File: src/rtl/rtc_time_writer_if.sv
// ---------------------------------------------------------------------------
// rtc_time_writer_if
// Multiplexed address/data bus of the external RTC chip.
//   ad_out  8  address/data drive value
//   ad_oe   1  bus output enable
//   cs_n    1  chip select, active low
//   ale     1  address latch enable, active high
//   wr_n    1  write strobe, active low
//   rd_n    1  read strobe, active low
// master: the writer that drives the bus; slave: the RTC side.
// ---------------------------------------------------------------------------
interface rtc_time_writer_if;
  logic [7:0] ad_out;
  logic       ad_oe;
  logic       cs_n;
  logic       ale;
  logic       wr_n;
  logic       rd_n;

  modport master (output ad_out, ad_oe, cs_n, ale, wr_n, rd_n);
  modport slave  (input  ad_out, ad_oe, cs_n, ale, wr_n, rd_n);
endinterface

File: src/rtl/rtc_time_writer.sv
// ---------------------------------------------------------------------------
// rtc_time_writer
// Range-checks an edited BCD time and writes it into the external RTC chip
// as a fixed sequence of bus writes: seconds (0x21), minutes (0x22),
// hours (0x23) and, when RTC_TRANSFER_EN is defined, a transfer command
// (0xF2 <- 0x00) that commits the RTC time registers.
// Ports:
//   clk, reset          clock, synchronous active-high reset
//   commit              start request, sampled only while idle
//   HC, MC, SC          hours / minutes / seconds, BCD
//   AmPm, format        1 = PM; 1 = 12 h mode, 0 = 24 h mode
//   bus                 RTC bus (master side), all outputs registered
//   busy, done, err     status: sequence running, finished pulse, reject pulse
// Parameters: T_ADDR / T_DATA / T_GAP = cycles of address, data, gap phase.
// Optional feature macro: RTC_TRANSFER_EN.
// ---------------------------------------------------------------------------
module rtc_time_writer #(
  parameter int T_ADDR = 4,
  parameter int T_DATA = 4,
  parameter int T_GAP  = 2
) (
  input  logic                  clk,
  input  logic                  reset,
  input  logic                  commit,
  input  logic [7:0]            HC,
  input  logic [7:0]            MC,
  input  logic [7:0]            SC,
  input  logic                  AmPm,
  input  logic                  format,
  rtc_time_writer_if.master     bus,
  output logic                  busy,
  output logic                  done,
  output logic                  err
);

  typedef enum logic [2:0] {IDLE, CHECK, ADDR, DATA, GAP, DONE} state_t;

`ifdef RTC_TRANSFER_EN
  localparam logic [1:0] LAST_IDX = 2'd3;
`else
  localparam logic [1:0] LAST_IDX = 2'd2;
`endif

  localparam logic [7:0] LOAD_ADDR = 8'(T_ADDR - 1);
  localparam logic [7:0] LOAD_DATA = 8'(T_DATA - 1);
  localparam logic [7:0] LOAD_GAP  = 8'(T_GAP - 1);

  state_t     state_reg, state_next;
  logic [7:0] cnt_reg, cnt_next;
  logic [1:0] idx_reg, idx_next;
  logic [7:0] hc_reg, mc_reg, sc_reg;
  logic       ampm_reg, fmt_reg;

  logic       time_ok;
  logic [7:0] hour_byte;
  logic [7:0] txn_addr, txn_data;

  logic [7:0] ad_out_next;
  logic       ad_oe_next, cs_n_next, ale_next, wr_n_next;
  logic       busy_next, done_next, err_next;

  // Validation of the latched time.
  always_comb begin
    time_ok = (sc_reg[3:0] <= 4'd9) && (mc_reg[3:0] <= 4'd9) &&
              (hc_reg[3:0] <= 4'd9) &&
              (sc_reg <= 8'h59) && (mc_reg <= 8'h59);
    if (fmt_reg)
      time_ok = time_ok && (hc_reg >= 8'h01) && (hc_reg <= 8'h12);
    else
      time_ok = time_ok && (hc_reg <= 8'h23);
  end

  assign hour_byte = fmt_reg ? {2'b10, ampm_reg, hc_reg[4:0]}
                             : {2'b00, hc_reg[5:0]};

  // Transaction table.
  always_comb begin
    txn_addr = 8'h00;
    txn_data = 8'h00;
    case (idx_reg)
      2'd0:    begin txn_addr = 8'h21; txn_data = sc_reg;    end
      2'd1:    begin txn_addr = 8'h22; txn_data = mc_reg;    end
      2'd2:    begin txn_addr = 8'h23; txn_data = hour_byte; end
      default: begin txn_addr = 8'hF2; txn_data = 8'h00;     end
    endcase
  end

  // State register, phase counter, transaction index and input latch.
  always_ff @(posedge clk) begin
    if (reset) begin
      state_reg <= IDLE;
      cnt_reg   <= 8'h00;
      idx_reg   <= 2'd0;
      hc_reg    <= 8'h00;
      mc_reg    <= 8'h00;
      sc_reg    <= 8'h00;
      ampm_reg  <= 1'b0;
      fmt_reg   <= 1'b0;
    end else begin
      state_reg <= state_next;
      cnt_reg   <= cnt_next;
      idx_reg   <= idx_next;
      if (state_reg == IDLE && commit) begin
        hc_reg   <= HC;
        mc_reg   <= MC;
        sc_reg   <= SC;
        ampm_reg <= AmPm;
        fmt_reg  <= format;
      end
    end
  end

  // Next-state logic; the counter is reloaded on every phase entry.
  always_comb begin
    state_next = state_reg;
    cnt_next   = cnt_reg;
    idx_next   = idx_reg;
    case (state_reg)
      IDLE:  if (commit) state_next = CHECK;
      CHECK: begin
        if (time_ok) begin
          state_next = ADDR;
          idx_next   = 2'd0;
          cnt_next   = LOAD_ADDR;
        end else begin
          state_next = IDLE;
        end
      end
      ADDR: begin
        if (cnt_reg == 8'h00) begin
          state_next = DATA;
          cnt_next   = LOAD_DATA;
        end else cnt_next = cnt_reg - 8'h01;
      end
      DATA: begin
        if (cnt_reg == 8'h00) begin
          state_next = GAP;
          cnt_next   = LOAD_GAP;
        end else cnt_next = cnt_reg - 8'h01;
      end
      GAP: begin
        if (cnt_reg != 8'h00) begin
          cnt_next = cnt_reg - 8'h01;
        end else if (idx_reg == LAST_IDX) begin
          state_next = DONE;
        end else begin
          state_next = ADDR;
          idx_next   = idx_reg + 2'd1;
          cnt_next   = LOAD_ADDR;
        end
      end
      DONE:    state_next = IDLE;
      default: state_next = IDLE;
    endcase
  end

  // Output decode of the current state; registered below so every output
  // comes straight from a flop.
  always_comb begin
    ad_out_next = 8'h00;
    ad_oe_next  = 1'b0;
    cs_n_next   = 1'b1;
    ale_next    = 1'b0;
    wr_n_next   = 1'b1;
    busy_next   = 1'b0;
    done_next   = 1'b0;
    err_next    = 1'b0;
    case (state_reg)
      CHECK: begin
        busy_next = 1'b1;
        err_next  = !time_ok;
      end
      ADDR: begin
        busy_next   = 1'b1;
        cs_n_next   = 1'b0;
        ale_next    = 1'b1;
        ad_oe_next  = 1'b1;
        ad_out_next = txn_addr;
      end
      DATA: begin
        busy_next   = 1'b1;
        cs_n_next   = 1'b0;
        wr_n_next   = 1'b0;
        ad_oe_next  = 1'b1;
        ad_out_next = txn_data;
      end
      GAP:     busy_next = 1'b1;
      DONE:    done_next = 1'b1;
      default: ;
    endcase
  end

  always_ff @(posedge clk) begin
    if (reset) begin
      bus.ad_out <= 8'h00;
      bus.ad_oe  <= 1'b0;
      bus.cs_n   <= 1'b1;
      bus.ale    <= 1'b0;
      bus.wr_n   <= 1'b1;
      busy       <= 1'b0;
      done       <= 1'b0;
      err        <= 1'b0;
    end else begin
      bus.ad_out <= ad_out_next;
      bus.ad_oe  <= ad_oe_next;
      bus.cs_n   <= cs_n_next;
      bus.ale    <= ale_next;
      bus.wr_n   <= wr_n_next;
      busy       <= busy_next;
      done       <= done_next;
      err        <= err_next;
    end
  end

  assign bus.rd_n = 1'b1;

endmodule

File: src/flat_wrapper.sv
// flat-port wrapper written by rule: the top's interface ports become plain ports
module rtc_time_writer_flat 
#(
  parameter int T_ADDR = 4,
  parameter int T_DATA = 4,
  parameter int T_GAP  = 2
)
  (clk, reset, commit, HC, MC, SC, AmPm, format, busy, done, err, bus_ad_out, bus_ad_oe, bus_cs_n, bus_ale, bus_wr_n, bus_rd_n);
  rtc_time_writer_if bus_i ();
  input  logic clk;
  input  logic reset;
  input  logic commit;
  input  logic [7:0] HC;
  input  logic [7:0] MC;
  input  logic [7:0] SC;
  input  logic AmPm;
  input  logic format;
  output logic busy;
  output logic done;
  output logic err;
  output wire logic [$bits(bus_i.ad_out)-1:0] bus_ad_out;
  output wire logic [$bits(bus_i.ad_oe)-1:0] bus_ad_oe;
  output wire logic [$bits(bus_i.cs_n)-1:0] bus_cs_n;
  output wire logic [$bits(bus_i.ale)-1:0] bus_ale;
  output wire logic [$bits(bus_i.wr_n)-1:0] bus_wr_n;
  output wire logic [$bits(bus_i.rd_n)-1:0] bus_rd_n;
  assign bus_ad_out = bus_i.ad_out;
  assign bus_ad_oe = bus_i.ad_oe;
  assign bus_cs_n = bus_i.cs_n;
  assign bus_ale = bus_i.ale;
  assign bus_wr_n = bus_i.wr_n;
  assign bus_rd_n = bus_i.rd_n;
  rtc_time_writer #(.T_ADDR(T_ADDR), .T_DATA(T_DATA), .T_GAP(T_GAP)) u_core (.clk(clk), .reset(reset), .commit(commit), .HC(HC), .MC(MC), .SC(SC), .AmPm(AmPm), .format(format), .bus(bus_i), .busy(busy), .done(done), .err(err));
endmodule
File: config.mk
export PLATFORM = sky130hd
export DESIGN_NAME = rtc_time_writer_flat
export DESIGN_NICKNAME = d
export VERILOG_FILES = /design/src/rtl/rtc_time_writer_if.sv /design/src/rtl/rtc_time_writer.sv /design/src/flat_wrapper.sv
export SDC_FILE = /design/constraint.sdc
export NUM_CORES = 1
export LEC_CHECK = 0
export ABC_AREA = 1
export CORE_ASPECT_RATIO = 2
export CORE_UTILIZATION = 35
export DETAILED_ROUTE_END_ITERATION = 16
export DONT_BUFFER_PORTS = 1
export SLEW_MARGIN = 20
export SYNTH_ARGS = -nofsm -noshare
export SYNTH_HDL_FRONTEND = slang
export SYNTH_SLANG_ARGS = --single-unit
File: constraint.sdc
create_clock -name clk -period 2.97 [get_ports clk]
set_input_delay 0.297 -clock clk [delete_from_list [all_inputs] [get_ports clk]]
set_output_delay 0.297 -clock clk [all_outputs]
set_load 0.03 [all_outputs]
### Word level (Yosys, flattened, before mapping)

Index checks and enable logic that the tools add are counted.

| storage, ports and cells | value |
|---|---|
| bits in registers | 54 |
| latch bits | 0 |
| bits in writable memories | 0 |
| bits in read-only memories | 0 |
| input port bits | 29 |
| output and inout bits | 16 |
| word-level logic and storage cells | 90 |
| memories | 0 |

| cells by class | value |
|---|---|
| $add $sub $neg | 2 |
| multipliers | 0 |
| div/mod/pow operators | 0 |
| order comparisons | 8 |
| equal/unequal tests | 14 |
| shift-type cells | 0 |
| muxes and demuxes | 28 |
| bitwise gates (word level) | 1 |
| reductions and logical operators | 21 |

Operator list:

| operator | number |
|---|---|
| 2-to-1 mux 8 bit | 6 |
| one-hot mux 8 bit (3 select lines) | 2 |
| one-hot mux 8 bit (4 select lines) | 1 |
| less-or-equal comparator 8 x 7 -> 1 bit (second input constant) | 2 |
| one-hot mux 8 bit (2 select lines) | 1 |
| 2-to-1 mux 3 bit | 5 |
| one-hot mux 3 bit (5 select lines) | 1 |
| less-or-equal comparator 4 bit (second input constant) | 3 |
| greater-or-equal comparator 8 x 1 -> 1 bit (second input constant) | 1 |
| less-or-equal comparator 8 x 5 -> 1 bit (second input constant) | 1 |
| less-or-equal comparator 8 x 6 -> 1 bit (second input constant) | 1 |
| logical AND 1 bit | 8 |
| logical NOT 8 bit | 1 |
| 2-to-1 mux 2 bit | 4 |
| AND reduction 4 bit | 2 |
| nonzero test 8 bit | 1 |
| subtractor 8 x 1 -> 8 bit (second input constant) | 1 |
| 2-to-1 mux 1 bit | 7 |
| equality test 3 x 2 -> 1 bit (second input constant) | 2 |
| equality test 3 bit (second input constant) | 2 |
| != test 2 x 1 -> 1 bit (second input constant) | 3 |
| != test 2 bit (second input constant) | 3 |
| one-hot mux 2 bit (2 select lines) | 1 |
| nonzero test 4 bit | 1 |
| other kinds (13) | 14 |

### Logic depth before layout (Yosys ltp)

| depth | value |
|---|---|
| depth in word-level cells | 10 |
| gate-level depth with buffers | 10 |
| depth with buffers taken out | 10 |

### Least setup slack after synthesis

No wires, ideal clock.

| timing path | value |
|---|---|
| path kind | reg2reg |
| start | register u_core.cnt_reg[0] |
| end | register u_core.idx_reg[0] |
| library setup time | 0.115 ns |
| arrival time | 1.312 ns |
| data required time | 2.855 ns |
| path slack | 1.543 ns |
| cell stages (with the launch flop) | 10 |
| path buffers | 0 |
| clock period less this slack | 1.427 ns |
| cell sequence | dfxtp_1 > inv_1 > ha_1 > nand3_2 > nor2_2 > nand3_2 > inv_2 > nand3_1 > a21oi_1 > nor2_1 |

| between the ends | value |
|---|---|
| longest elaborated chain between the ends | 3 |

Ends and longest elaborated chain:

| element | RTL line | source |
|---|---|---|
| start: declaration | rtc_time_writer.sv:49 | `logic [7:0] cnt_reg, cnt_next;` |
| start signal: assignment | rtc_time_writer.sv:101 | `cnt_reg <= cnt_next;` |
| nonzero test 8 bit | rtc_time_writer.sv:142 | `if (cnt_reg != 8'h00) begin` |
| != test 2 bit (no source line) | n/a |  |
| AND reduction 4 bit (no source line) | n/a |  |
| end signal: assignment | rtc_time_writer.sv:102 | `idx_reg <= idx_next;` |
| end: declaration | rtc_time_writer.sv:50 | `logic [1:0] idx_reg, idx_next;` |

No other way between the ends.
A chain may end at the register's enable or synchronous reset.

### Worst setup path after layout

| timing path | value |
|---|---|
| start | register u_core.cnt_reg[0] |
| end | register u_core.idx_reg[1] |

Same word-level chain as after synthesis.

==> results.json <==
{
  "status": "complete, no violations",
  "r2r-end": "u_core.idx_reg[1]",
  "synthFlopType": "dfxtp_1",
  "critPathBufInv": 2,
  "yosys_register_bits": 54,
  "yosysTopAreaCell": "dfxtp_1",
  "crit_cells": 9,
  "required_ps": 3160,
  "place_inst": 403,
  "cts_resized": 0,
  "drt_iter0_markers": 87,
  "postSynthCellCount": 325,
  "drv_cap": 0,
  "drc": 0,
  "portBuffers": 0,
  "yosys-top-cells-area": "dfxtp_1 (45%), a21oi_1 (8.5%), nand2_1 (8.1%), inv_1 (6.9%), o21ai_1 (4.4%)",
  "hold_path_class": "input port to register",
  "post-route-min-period_ps": 1647,
  "n_antenna_cell": 0,
  "worstSkewPairLatency_ps": 290,
  "synth_edf_count": 0,
  "multiInputGateArea_mm2": 0.001087,
  "p_seq_frac": 0.471,
  "synthSimpleGateAreaFrac": 0.1902,
  "skew_ps": 2.764,
  "vdd_drop_max_mv": 0.3542,
  "yosys_warnings": 0,
  "nFillCells": 728,
  "fin_nets": 356,
  "crit_family": "simple AND/OR/NAND/NOR gates",
  "ys_seq_area_frac": 0.4491,
  "p_leak_uw": 0.001138,
  "synth-compound-area-share": 0.2173,
  "first_pass_iters": 4,
  "crit_fanout": 6,
  "cpMostUsedCell": "nand3_2",
  "num_io_pins": 45,
  "switching_share": 0.3081,
  "root_buffer": "clkbuf_16",
  "max-clock-path-buffers": 2,
  "p_clk_frac": 0.311,
  "syn-mean-instance-area_um2": 7.407,
  "p_int_uw": 1258,
  "path_cells": "inv_1 > ha_1 > nand3_2 > nor2_2 > nand3_2 > inv_2 > nand3_1 > a21boi_1 > nor2_1",
  "cp_slowest_stage_delay_ps": 300,
  "synth_common_cells": "dfxtp_1 (54), nand2_1 (52), inv_1 (44)",
  "die_h_um": 119.3,
  "final_cells": 409,
  "grt_pass1_wl_um": 9666,
  "hold_buffers": 0,
  "maxSlewViolCount": 0,
  "synth.cell_area_mm2": 0.002407,
  "cts_sinks": 54,
  "finish.utilization": 0.3961,
  "min_period_over_period": 0.5544,
  "num_rows": 42,
  "fin_tns_setup_ps": 0,
  "syn-num-nets": 359,
  "holdWs_ps": 65.22,
  "synth_top_family_by_area": "compound AO/OA/AOI/OAI gates",
  "synth_xor_xnor_area_share": 0.01455,
  "hold_viol_final": 0,
  "grt_pass1_vias": 2104,
  "dieArea_mm2": 0.007234,
  "timing.fmax_mhz": 607.3,
  "endpoint_kind": "register",
  "fin_total_pwr_uw": 1818,
  "power_density_mw_per_mm2": 693.1,
  "grt_usage": 0.1801,
  "cts_buffers": 5,
  "grt_max_degree": 53,
  "setup-violations-final": 0,
  "wl_um": 5902,
  "clk_pin_slew_worst_paths_ps": 60,
  "worstSetupStartpoint": "u_core.cnt_reg[0]",
  "final_layout_size_suffix_gt1_frac": 0.08100,
  "register_area_mm2": 0.001081,
  "ff2ff_path_depth": 9,
  "synthAdderAreaFrac": 0.02599,
  "die-width_um": 60.65,
  "synth.top_cell.area_share": 0.4491,
  "cp-start-kind": "register",
  "globalplace.congestion": 0.8510,
  "drtAntennaViolNets": 0,
  "antenna_found_initial": 0,
  "synth_most_common_cell": "dfxtp_1",
  "cts_tree": "yes",
  "route.vias.total": 2043,
  "slowest_stage": "dfxtp_1",
  "critPathKind": "register to register",
  "min_from": "reset",
  "rrSetupSlack_ps": 1320,
  "rr_startpoint": "u_core.cnt_reg[0]",
  "p_switching_uw": 560.0,
  "htreeDepth": 2,
  "synthArstFlopShare": 0,
  "core_area_mm2": 0.006621,
  "crit_path_end": "u_core.idx_reg[1]",
  "yosysUniqueCellTypes": 32,
  "wire_per_inst_um": 14.43,
  "synth_mux_area_frac": 0,
  "comb_power_share": 0.218,
  "dp_hpwl_um": 4626,
  "cts_setup_buffers": 0,
  "start_util": 0.3636,
  "grt-ovfl-total": 0,
  "cp.arrival_ps": 1830,
  "viasPerCell": 4.995,
  "syn_to_final_growth_pct": 8.940,
  "grt_setup_unrepaired": "no"
}
cells by family (layout without fill, tap and decap cells):
family                     count (synthesis)  count (layout)
AOI/OAI and AO/OA                         96              96
other                                      1               1
adders and majority gates                  5               5
xor gates and xnor gates                   4               4
and+or+nand+nor                          103             103
buffers and inverters                     62              58
DFF                                       54              54
stage by stage:
stage	worst slack [ps]	cell area (um^2)
floorplan	1543	2407
global placement	1405	2484
detailed placement	1349	2484
CTS	1320	2623
global route	1192	2623
finish	1323	2623
layer usage:
metal | wire length, um | vias up | global-route usage | part of all wire
li1 | - | 1055 | - | -
met1 | 2084 | 929 | 0.1769 | 0.35
met2 | 3445 | 42 | 0.3365 | 0.58
met3 | 191 | 17 | 0.03583 | 0.032
met4 | 181 | 0 | 0.08239 | 0.031
met5 | 0 | - | 0 | 0
worst min path at each step:
stage                              to  cells past startpoint
finish              u_core.cnt_reg[6]                      1
global placement    u_core.cnt_reg[6]                      1
CTS                 u_core.cnt_reg[7]                      1
floorplan            u_core.hc_reg[7]                      2
global route        u_core.cnt_reg[6]                      1
detailed placement  u_core.cnt_reg[6]                      1
final cells by class:
cell class / instances / area share
multi-input cells: 209 / 0.4146
inverters: 50 / 0.07252
repair buffers: 2 / 0.005725
clock buffers: 6 / 0.05296
well taps: 88 / 0.04198
flip-flops and latches: 54 / 0.4122
power groups by stage:
stage	Combinational, uW	Sequential [uW]	Clock (uW)
CTS	399	856	574
floorplan	323	858	0
global placement	390	869	0
finish	396	856	566
detailed placement	395	872	0
global route	457	864	598
worst reg2reg max path: stages, from the launching register on:
cell	delay, ps
dfxtp_1	300
inv_1	90
ha_1	210
nand3_2	120
nor2_2	140
nand3_2	140
inv_2	130
nand3_1	150
a21boi_1	200
nor2_1	60
cells in the final DEF, fill, tap and decap left out, types with 4 or more instances in the layout:
cell type / instances
inv_1: 44
nor2_1: 26
dfxtp_1: 54
ha_1: 5
o21ai_0: 16
nand3_2: 5
o31ai_1: 4
a21oi_1: 41
nor2_2: 4
o22ai_1: 5
nand2_1: 52
nand3_1: 11
inv_2: 5
clkbuf_16: 5
o21ai_1: 21
No activity file was read; power rests on OpenSTA's default activity.
